<file path="config.mk">
export PLATFORM = sky130hd
export DESIGN_NAME = if_fetch_stage_flat
export DESIGN_NICKNAME = d
export VERILOG_FILES = /design/src/rtl/if_fetch_stage_pkg.sv /design/src/rtl/if_fetch_stage_if.sv /design/src/rtl/if_fetch_stage_hold_buf.sv /design/src/rtl/if_fetch_stage.sv /design/src/flat_wrapper.sv
export SDC_FILE = /design/constraint.sdc
export NUM_CORES = 1
export LEC_CHECK = 0
export CORE_MARGIN = 4
export CORE_UTILIZATION = 30
export DETAILED_ROUTE_END_ITERATION = 8
export GPL_TIMING_DRIVEN = 1
export PLACE_DENSITY_LB_ADDON = 0.25
export SKIP_CTS_REPAIR_TIMING = 1
export SYNTH_ARGS = -nofsm -noshare
export SYNTH_HDL_FRONTEND = slang
export SYNTH_HIERARCHICAL = 1
export SYNTH_SLANG_ARGS = --single-unit
</file>
<file path="constraint.sdc">
create_clock -name clk -period 5.7 [get_ports clk]
set_clock_uncertainty 0.05 [all_clocks]
set_input_delay 1.14 -clock clk [delete_from_list [all_inputs] [get_ports clk]]
set_output_delay 1.14 -clock clk [all_outputs]
set_load 0.05 [all_outputs]
</file>
<file path="src/rtl/if_fetch_stage_pkg.sv">
// if_fetch_stage_pkg: shared types and defaults for the OTTER instruction-fetch stage
package if_fetch_stage_pkg;
  typedef enum logic [1:0] {S_START, S_REQ, S_HOLD, S_DISCARD} fetch_state_t;
  localparam logic [31:0] RESET_VEC_DEF = 32'h0000_0000;
  localparam logic [31:0] NOP_INSTR_DEF = 32'h0000_0013;
  typedef struct packed {
    logic [31:0] pc;
    logic [31:0] instr;
    logic        valid;
  } ifid_t;
endpackage

</file>
<file path="src/rtl/if_fetch_stage_if.sv">
// if_fetch_stage_if: instruction-memory request/ack handshake
interface if_fetch_stage_if;
  logic        req;
  logic [31:0] addr;
  logic        ack;
  logic [31:0] rdata;
  modport master (output req, addr, input ack, rdata);
  modport slave (input req, addr, output ack, rdata);
endinterface

</file>
<file path="src/rtl/if_fetch_stage_hold_buf.sv">
// if_fetch_stage_hold_buf: 1-entry buffer parking an instruction acked while IF/ID is stalled
module if_fetch_stage_hold_buf
  import if_fetch_stage_pkg::*;
#(
  parameter logic [31:0] NOP_INSTR = NOP_INSTR_DEF
) (
  input  logic        clk,
  input  logic        rst_n,
  input  logic        load_i,
  input  logic        drain_i,
  input  logic        flush_i,
  input  logic [31:0] data_i,
  output logic [31:0] data_o,
  output logic        valid_o
);
  logic [31:0] data_q;
  logic        valid_q;
  always_ff @(posedge clk or negedge rst_n) begin
    if (!rst_n) begin
      data_q  <= NOP_INSTR;
      valid_q <= 1'b0;
    end else begin
      if (load_i) data_q <= data_i;
      valid_q <= flush_i ? 1'b0 : load_i ? 1'b1 : drain_i ? 1'b0 : valid_q;
    end
  end
  assign data_o  = data_q;
  assign valid_o = valid_q;
endmodule

</file>
<file path="src/rtl/if_fetch_stage.sv">
// if_fetch_stage: PC register, imem handshake and IF/ID register with stall hold and redirect discard
module if_fetch_stage
  import if_fetch_stage_pkg::*;
#(
  parameter logic [31:0] RESET_VEC = RESET_VEC_DEF,
  parameter logic [31:0] NOP_INSTR = NOP_INSTR_DEF
) (
  input  logic               clk,
  input  logic               rst_n,
  if_fetch_stage_if.master   imem,
  input  logic [31:0]        pc_next_i,
  input  logic               redirect_i,
  input  logic               stall_i,
  output logic [31:0]        pc_o,
  output logic [31:0]        pc_4_o,
  output logic [31:0]        ifid_pc_o,
  output logic [31:0]        ifid_instr_o,
  output logic               ifid_valid_o
);
  fetch_state_t state_q, state_d;
  logic [31:0] pc_q, pc_d;
  logic [31:2] req_addr_q, req_addr_d;
  ifid_t       ifid_q, ifid_d;
  logic [31:0] hold_instr;
  logic        hold_valid, hold_load, hold_drain, ack;
  assign ack        = imem.ack;
  assign hold_load  = !redirect_i && state_q == S_REQ && ack && stall_i;
  assign hold_drain = !redirect_i && state_q == S_HOLD && !stall_i;
  if_fetch_stage_hold_buf #(.NOP_INSTR(NOP_INSTR)) u_hold (
    .clk     (clk),
    .rst_n   (rst_n),
    .load_i  (hold_load),
    .drain_i (hold_drain),
    .flush_i (redirect_i),
    .data_i  (imem.rdata),
    .data_o  (hold_instr),
    .valid_o (hold_valid)
  );
  // Redirect wins over stall and ack; an unacked request must still complete before refetching
  always_comb begin
    state_d = state_q;
    pc_d    = pc_q;
    ifid_d  = ifid_q;
    if (redirect_i) begin
      pc_d    = pc_next_i;
      ifid_d  = '{pc: ifid_q.pc, instr: NOP_INSTR, valid: 1'b0};
      state_d = (state_q == S_REQ || state_q == S_DISCARD) && !ack ? S_DISCARD : S_REQ;
    end else begin
      case (state_q)
        S_START: state_d = S_REQ;
        S_REQ: begin
          if (ack && stall_i) state_d = S_HOLD;
          if (ack && !stall_i) begin
            ifid_d = '{pc: {req_addr_q, 2'b00}, instr: imem.rdata, valid: 1'b1};
            pc_d   = pc_next_i;
          end
        end
        S_HOLD: begin
          if (hold_drain) begin
            ifid_d  = '{pc: {req_addr_q, 2'b00}, instr: hold_instr, valid: hold_valid};
            pc_d    = pc_next_i;
            state_d = S_REQ;
          end
        end
        default: state_d = ack ? S_REQ : S_DISCARD;
      endcase
    end
    // Every fresh request fetches the PC being loaded this edge
    req_addr_d = (state_d == S_REQ && (state_q != S_REQ || ack)) ? pc_d[31:2] : req_addr_q;
  end
  always_ff @(posedge clk or negedge rst_n) begin
    if (!rst_n) begin
      state_q    <= S_START;
      pc_q       <= RESET_VEC;
      req_addr_q <= RESET_VEC[31:2];
      ifid_q     <= '{pc: 32'h0, instr: NOP_INSTR, valid: 1'b0};
    end else begin
      state_q    <= state_d;
      pc_q       <= pc_d;
      req_addr_q <= req_addr_d;
      ifid_q     <= ifid_d;
    end
  end
  assign pc_o         = pc_q;
  assign pc_4_o       = pc_q + 32'd4;
  assign imem.req     = state_q == S_REQ || state_q == S_DISCARD;
  assign imem.addr    = {req_addr_q, 2'b00};
  assign ifid_pc_o    = ifid_q.pc;
  assign ifid_instr_o = ifid_q.instr;
  assign ifid_valid_o = ifid_q.valid;
endmodule

</file>
<file path="src/flat_wrapper.sv">
// flat-port wrapper written by rule: the top's interface ports become plain ports
module if_fetch_stage_flat import if_fetch_stage_pkg::*;
#(
  parameter logic [31:0] RESET_VEC = RESET_VEC_DEF,
  parameter logic [31:0] NOP_INSTR = NOP_INSTR_DEF
)
  (clk, rst_n, pc_next_i, redirect_i, stall_i, pc_o, pc_4_o, ifid_pc_o, ifid_instr_o, ifid_valid_o, imem_req, imem_addr, imem_ack, imem_rdata);
  if_fetch_stage_if imem_i ();
  input  logic clk;
  input  logic rst_n;
  input  logic [31:0] pc_next_i;
  input  logic redirect_i;
  input  logic stall_i;
  output logic [31:0] pc_o;
  output logic [31:0] pc_4_o;
  output logic [31:0] ifid_pc_o;
  output logic [31:0] ifid_instr_o;
  output logic ifid_valid_o;
  output wire logic [$bits(imem_i.req)-1:0] imem_req;
  output wire logic [$bits(imem_i.addr)-1:0] imem_addr;
  input wire logic [$bits(imem_i.ack)-1:0] imem_ack;
  input wire logic [$bits(imem_i.rdata)-1:0] imem_rdata;
  assign imem_req = imem_i.req;
  assign imem_addr = imem_i.addr;
  assign imem_i.ack = imem_ack;
  assign imem_i.rdata = imem_rdata;
  if_fetch_stage #(.RESET_VEC(RESET_VEC), .NOP_INSTR(NOP_INSTR)) u_core (.clk(clk), .rst_n(rst_n), .imem(imem_i), .pc_next_i(pc_next_i), .redirect_i(redirect_i), .stall_i(stall_i), .pc_o(pc_o), .pc_4_o(pc_4_o), .ifid_pc_o(ifid_pc_o), .ifid_instr_o(ifid_instr_o), .ifid_valid_o(ifid_valid_o));
endmodule
</file>
Word level (Yosys, flattened, before mapping)
Cells that the tools add are included.
Widths: inputs -> output; s select.
{ "op_classes": {"bitwise": 1, "eq_ne": 9, "muxes": 17, "n_addsub": 1, "reduce_logical": 20} }
{ "ops": {"columns": ["operator", "count"], "rows": [
  ["$mux 65", 2],
  ["$pmux 65 s2", 1],
  ["$mux 32", 3],
  ["$pmux 32 s2", 1],
  ["$mux 33", 1],
  ["$add 32x3->32 const B", 1],
  ["$mux 2", 5],
  ["$logic_and 1x1->1", 9],
  ["$ne 3x3->1 const B", 2],
  ["$pmux 2 s3", 1],
  ["$reduce_bool 3->1", 2],
  ["$eq 2x1->1 const B", 2],
  ["$eq 2x2->1 const B", 2],
  ["$ne 2x2->1 const B", 2],
  ["$reduce_and 4->1", 1],
  ["$logic_not 1->1", 3],
  ["$mux 1", 3],
  ["$reduce_and 3->1", 1],
  ["$logic_not 2->1", 1],
  ["$logic_or 1x1->1", 2],
  ["$ne 2x1->1 const B", 1],
  ["$reduce_bool 2->1", 1],
  ["$not 1->1", 1]
]} }
{ "totals": {"ff_bits": 162, "elab_cells": 57, "input_bits": 69} }

Logic depth before layout (Yosys ltp)
Gate-level depths: netlist (run 1).
{ "logic_depth": {"ltp_word": 8, "depth_mapped": 9, "ltp_nobuf": 6} }

By module
The synthesis (run 1) kept the hierarchy.
{ "by_module_without_submodules": {"columns": ["mod", "area_per_inst_um2", "cells_per_inst", "instances"], "rows": [
  ["if_fetch_stage", 6072.1, 529, 1],
  ["if_fetch_stage_hold_buf", 1385.1, 72, 1]
]} }

Worst setup path after synthesis (run 1)
Ideal clock, no wire load.
{ "synth_timing": {"kind": "register to output", "start": "register u_core.pc_q[3], in the netlist u_core/pc_o[3]", "end": "output port pc_4_o[22]", "t_arrival_ps": 2587, "path_buffers": 0, "setup_slack_ps": 1923, "stages_incl_launch_ff": 6, "path_cell_list": "dfrtp_1 -> ha_1 -> nand3_1 -> nor4_4 -> or3b_1 -> xnor2_1"} }
{ "synth_via": {"elab_chain_len": 1} }
{ "synth_rtl": {"columns": ["item", "line", "rtl"], "rows": [
  ["from (decl)", "if_fetch_stage.sv:21", "logic [31:0] pc_q, pc_d;"],
  ["from (signal assigned)", "if_fetch_stage.sv:79", "pc_q <= pc_d;"],
  ["$add 32x3->32", "if_fetch_stage.sv:85", "assign pc_4_o = pc_q + 32'd4;"],
  ["to (decl)", "flat_wrapper.sv:15", "output logic [31:0] pc_4_o;"]
]} }
No other way between the ends.

Final worst setup path (run 1)
{ "layout_timing": {"start": "register u_core.pc_q[10], in the netlist u_core/pc_o[10]", "end": "output port pc_4_o[31]"} }
Same word-level chain as after synthesis.

==> reports/qor.csv, run 1 <==
metric;value;unit
start_util;30.57;%
portBuffers;226;
yosysUniqueCellTypes;48;
antenna_cells;0;
grtUsageTotal;14.98;%
fin_crit_sh;78.35;%
final_nets;887;
drv_slew;0;
synth_ff_type;dfrtp_1;
die_width;165.7;um
core_region_area;0.02439;mm^2
cp_max_fo;8;
p_per_area;625.1;mW/mm^2
drtIter0Drc;285;
p_leak;4.412;nW
crit_path_end_kind;primary output;
cts-root-buf;clkbuf_16;
rsz0062_at_grt;no;
postRouteWirelength;20490;um
min_from;u_core/ifid_instr_o[0]$_DFFE_PN1P_;
crit_path_end;pc_4_o[31];
max_freq;0.2239;GHz
die_height;165.7;um
ir_worst_vdd;0.0002736;V
cts_sinks;160;
grt_pass1_vias;5502;
ys_warn_count;6;
tightest_slew;0.9630;ns
numCtsBuffers;17;
reg2reg_depth;7;
rr_startpoint;u_core/state_q[0]$_DFF_PN0_;
fillCellCount;2321;
synth_edf_count;0;
hpwl;14330;um
ys_seq_elements;160;
area_growth_syn_to_layout;41.54;%
status;finished, final reports clean;
layout_min_cycle_time;4.466;ns
hp-class;reg2reg;
clock_path_buffers;2;
clk_pin_slew;0.07;ns
grt-ovfl-total;0;
drc;0;
viasPerCell;4.616;
fin_hold_ws;0.4286;ns
row_count;57;
finalSetupViolCount;0;
synth_seq_area_share;53.79;%
drtPass1Iterations;4;
setup_tns;0;ns
dieArea;0.02744;mm^2
ff2ff_setup_slack;2.74;ns
cp.arrival;3.28;ns
avgRoutedWirePerCell;17.82;um
cap_viol_max_count;0;
cts_tree;done;
critical_path_class;reg2out;
syn_area;0.007457;mm^2
htree_levels;4;
grt_pass1_wl;33090;um
hold_violations;0;
crit_required;4.51;ns
grt_max_degree;89;
drive_above_1_share;18.28;%
relSlewSlack;35.80;%
ys_async_sr_fraction;100.0;%
antenna_left;0;
avgSynthCellArea;12.41;um^2
crit_start;u_core/pc_o[10]$_DFF_PN0_;
rr_endpoint;u_core/ifid_instr_o[16]$_DFFE_PN0P_;
syn_inst;601;
place.gp.congestion;0.7947;
ios;231;
cp-start-kind;flop;
antenna_found_initial;1;
insertion_delay;0.42;ns
vias;5308;
==> critical path: stages (launching register included) <==
cell,delay (ns)
dfrtp_1,0.47
nand4_2,0.23
or4_1,0.85
nor4_4,0.27
xnor2_1,0.20
clkdlybuf4s50_1,0.85
==> layout by cell type (no fill, tap or decap), types with 3 or more instances in the layout <==
cell type	instances
o31ai_1	30
inv_1	64
ha_1	4
mux2_4	29
nor3_1	4
clkbuf_16	17
nor2_1	9
nor4_4	3
clkdlybuf4s50_1	224
mux2_2	58
buf_4	7
clkinvlp_4	3
nand2_1	40
dfrtp_1	154
xnor2_1	27
a211oi_1	3
conb_1	4
a21oi_1	5
mux2i_1	29
inv_6	3
nand3_1	10
o32ai_1	30
o21ai_0	5
dfstp_2	6
nor2b_1	6
inv_8	6
nor3_2	3
nand4_1	5
mux2_1	6
==> cell usage after synthesis, drive strengths merged (5+ instances only) <==
cell type,number,area share (%)
a21oi,6,0.45
buf,28,2.8
clkbuf,16,0.81
dfrtp,154,52
dfstp,6,2.1
ha,5,0.84
inv,64,3.2
mux2,93,16
mux2i,29,3.9
nand2,40,2.0
nand3,10,0.67
nand4,7,0.75
nor2,9,0.45
nor2b,7,0.62
nor3,7,0.60
nor4,5,1.0
o21ai,5,0.34
o31ai,30,3.0
o32ai,31,3.7
xnor2,27,3.2
==> routing by layer <==
metal	track usage, %	vias up	routed length (um)
met4	3.479	2	249
met3	5.744	18	1638
met2	23.14	181	9260
li1	-	2514	-
met1	20.07	2593	9324
met5	0	-	20
==> sequential cells by signal (all words and copies together), names as in the netlist <==
signal	flops
u_core/ifid_instr_o	32
u_core/pc_o	32
u_core/u_hold/data_o	32
u_core/ifid_pc_o	30
u_core/req_addr_q	30
u_core/state_q	2
u_core/ifid_valid_o	1
u_core/u_hold/valid_o	1
==> worst min-delay path by stage <==
stage,endpoint,cells after the start
after floorplan,u_core/u_hold/data_o[29]$_DFFE_PN0P_,1
after global placement,u_core/ifid_instr_o[23]$_DFFE_PN0P_,2
after detailed placement,u_core/ifid_instr_o[8]$_DFFE_PN0P_,2
after CTS,u_core/ifid_instr_o[8]$_DFFE_PN0P_,2
after global routing,u_core/ifid_instr_o[15]$_DFFE_PN0P_,2
final,u_core/ifid_instr_o[0]$_DFFE_PN1P_,2
==> kinds of logic after synthesis <==
group                    after synthesis  share of synthesized area, %
flip-flops                           160                         53.79
multiplexers                         122                         19.40
buffers and inverters                108                         6.862
AND/OR/NAND/NOR                       95                         7.114
AO/OA/AOI/OAI                         82                         8.658
XOR/XNOR                              28                         3.289
adder cells (fa/ha/maj)                5                        0.8389
other                                  1                       0.05029
==> area by class of cell <==
class | count | area [um^2] | share of cell area, %
Timing Repair Buffer | 234 | 2331 | 22.08
Clock inverter | 14 | 141.4 | 1.340
Multi-Input combinational cell | 336 | 2987 | 28.30
Tap cell | 324 | 405.4 | 3.841
Sequential cell | 160 | 4011 | 38.00
Clock buffer | 18 | 439.2 | 4.161
Inverter | 64 | 240.2 | 2.276
==> per-stage QoR <==
step | worst slack [ns] | instances | utilization, % | total power [mW] | area, um^2
floorplan | 1.923 | 604 | - | 4.302 | 7468
global placement | 1.745 | 1118 | 40.89 | 5.502 | 9975
detailed placement | 1.648 | 1118 | 40.89 | 5.523 | 9975
CTS | 1.177 | 1150 | 43.27 | 6.686 | 10560
global route | 1.074 | 1150 | 43.27 | 6.928 | 10560
finish | 1.234 | 1150 | 43.27 | 6.598 | 10560
==> where the power goes <==
part / leakage (nW) / internal (mW) / switching, mW / total [mW]
Clock: 0.278 / 0.596 / 0.535 / 1.13
Combinational: 2.16 / 1.31 / 2.24 / 3.55
Sequential: 1.98 / 1.60 / 0.321 / 1.92
No activity file was read; power rests on OpenSTA's default activity.
==> run 2, diff against run 1 <==
clock period = 4.2 ns   (was 5.7 ns; I/O delays follow)
==> reports/qor.csv, run 2 (synthesis results as in run 1) <==
metric;value;unit
cap_viol_max_count;0;
rsz0062_at_grt;no;
cp_cell_sequence;nand4_2 -> nor4_4 -> or3b_1 -> xnor2_1 -> clkdlybuf4s50_1;
status;finished, final reports clean;
ir_worst_vdd;0.0003921;V
row_count;57;
core_region_area;0.02439;mm^2
fin_crit_sh;94.28;%
portBuffers;226;
numCtsBuffers;17;
cts_tree;done;
p_leak;4.442;nW
final_nets;889;
cts_sinks;160;
crit_buf_inv;1;
setup_tns;0;ns
clock_path_buffers;2;
drc;0;
tightest_slew;0.7260;ns
die_width;165.7;um
cp_max_fo;7;
avgRoutedWirePerCell;17.91;um
p_per_area;848.0;mW/mm^2
grt_pass1_wl;33260;um
viasPerCell;4.628;
grt-ovfl-total;0;
mostFrequentLayoutCell;clkdlybuf4s50_1;
grtUsageTotal;15.03;%
cp_top_family;simple AND/OR/NAND/NOR gates;
cpPeakStageDelay;0.83;ns
ios;231;
cts-root-buf;clkbuf_16;
crit_required;3.31;ns
fillCellCount;2353;
postRouteWirelength;20640;um
finalSetupViolCount;0;
antenna_cells;0;
slowest_stage;clkdlybuf4s50_1;
hp-class;in2async;
hold_violations;0;
layout_min_cycle_time;3.960;ns
drive_above_1_share;18.60;%
drtIter0Drc;189;
cp.arrival;3.07;ns
crit_path_end_kind;primary output;
cp-start-kind;flop;
dieArea;0.02744;mm^2
critical_path_class;reg2out;
fin_hold_ws;0.3831;ns
place.gp.congestion;0.7905;
die_height;165.7;um
htree_levels;4;
vias;5331;
start_util;30.57;%
max_freq;0.2525;GHz
final_cell_mix;clkdlybuf4s50_1 (223), dfrtp_1 (154), inv_1 (64);
antenna_left;0;
drtPass1Iterations;4;
area_growth_syn_to_layout;41.95;%
grt_max_degree;89;
antenna_found_initial;1;
clk_pin_slew;0.07;ns
drv_slew;0;
grt_pass1_vias;5645;
insertion_delay;0.42;ns
hpwl;14490;um
relSlewSlack;51.60;%
run 2: worst paths after layout:
| path | from | to | slack (ns) | cells after the start |
|---|---|---|---|---|
| worst max-delay path | u_core/pc_o[10]$_DFF_PN0_ | pc_4_o[22] | 0.24 | 5 |
| worst min-delay path | rst_n | u_core/ifid_pc_o[2]$_DFFE_PN0P_ | 0.38 | 1 |
| worst max register to register | u_core/state_q[0]$_DFF_PN0_ | u_core/req_addr_q[23]$_DFFE_PN0P_ | 1.61 | 7 |
| worst min register to register | u_core/ifid_instr_o[16]$_DFFE_PN0P_ | u_core/ifid_instr_o[16]$_DFFE_PN0P_ | 0.43 | 2 |
| max in group asynchronous | rst_n | u_core/ifid_pc_o[25]$_DFFE_PN0P_ | 2.79 | 2 |
| min in group clk | u_core/ifid_instr_o[16]$_DFFE_PN0P_ | u_core/ifid_instr_o[16]$_DFFE_PN0P_ | 0.43 | 2 |
run 2: report_power, final:
part           switching, mW  internal, mW
sequential             0.428          2.17
clock                  0.724         0.808
combinational           3.06          1.79
total                   4.21          4.77
run 2: worst register-to-register path: stages, from the launching register on:
cell and delay (ns):
dfrtp_1 0.45, inv_1 0.11, ha_2 0.42, a21oi_1 0.17, o21a_1 0.41, buf_4 0.27
o32ai_1 0.41, mux2_2 0.24
run 2: cell type report:
type / instances / area [um^2] / share of cell area [%]
timing repair buffer: 236 / 2361 / 22.30
clock buffer: 18 / 439.2 / 4.149
multi-input combinational: 336 / 2990 / 28.25
sequential: 160 / 4011 / 37.90
tap: 324 / 405.4 / 3.830
inverter: 64 / 240.2 / 2.269
clock inverter: 14 / 137.6 / 1.300
run 2: per-layer routing:
| metal | track usage [%] | vias to the layer above | share of wire (%) |
|---|---|---|---|
| li1 | - | 2525 | - |
| met1 | 20.04 | 2624 | 46 |
| met2 | 23.76 | 169 | 46 |
| met3 | 5.601 | 11 | 6.7 |
| met4 | 2.834 | 2 | 0.72 |
| met5 | 0 | - | 0.039 |
run 2: through the flow:
stage / worst slack [ns] / cells / total power [mW] / instance area (um^2) / util, %
2_1_floorplan: 0.7229 / 604 / 5.839 / 7468 / -
3_3_place_gp: 0.5494 / 1120 / 7.486 / 10000 / 41.01
3_5_place_dp: 0.4799 / 1120 / 7.521 / 10000 / 41.01
4_1_cts: 0.01932 / 1152 / 9.096 / 10580 / 43.37
5_1_grt: 0.09542 / 1152 / 9.424 / 10590 / 43.40
6_report: 0.2402 / 1152 / 8.976 / 10590 / 43.40
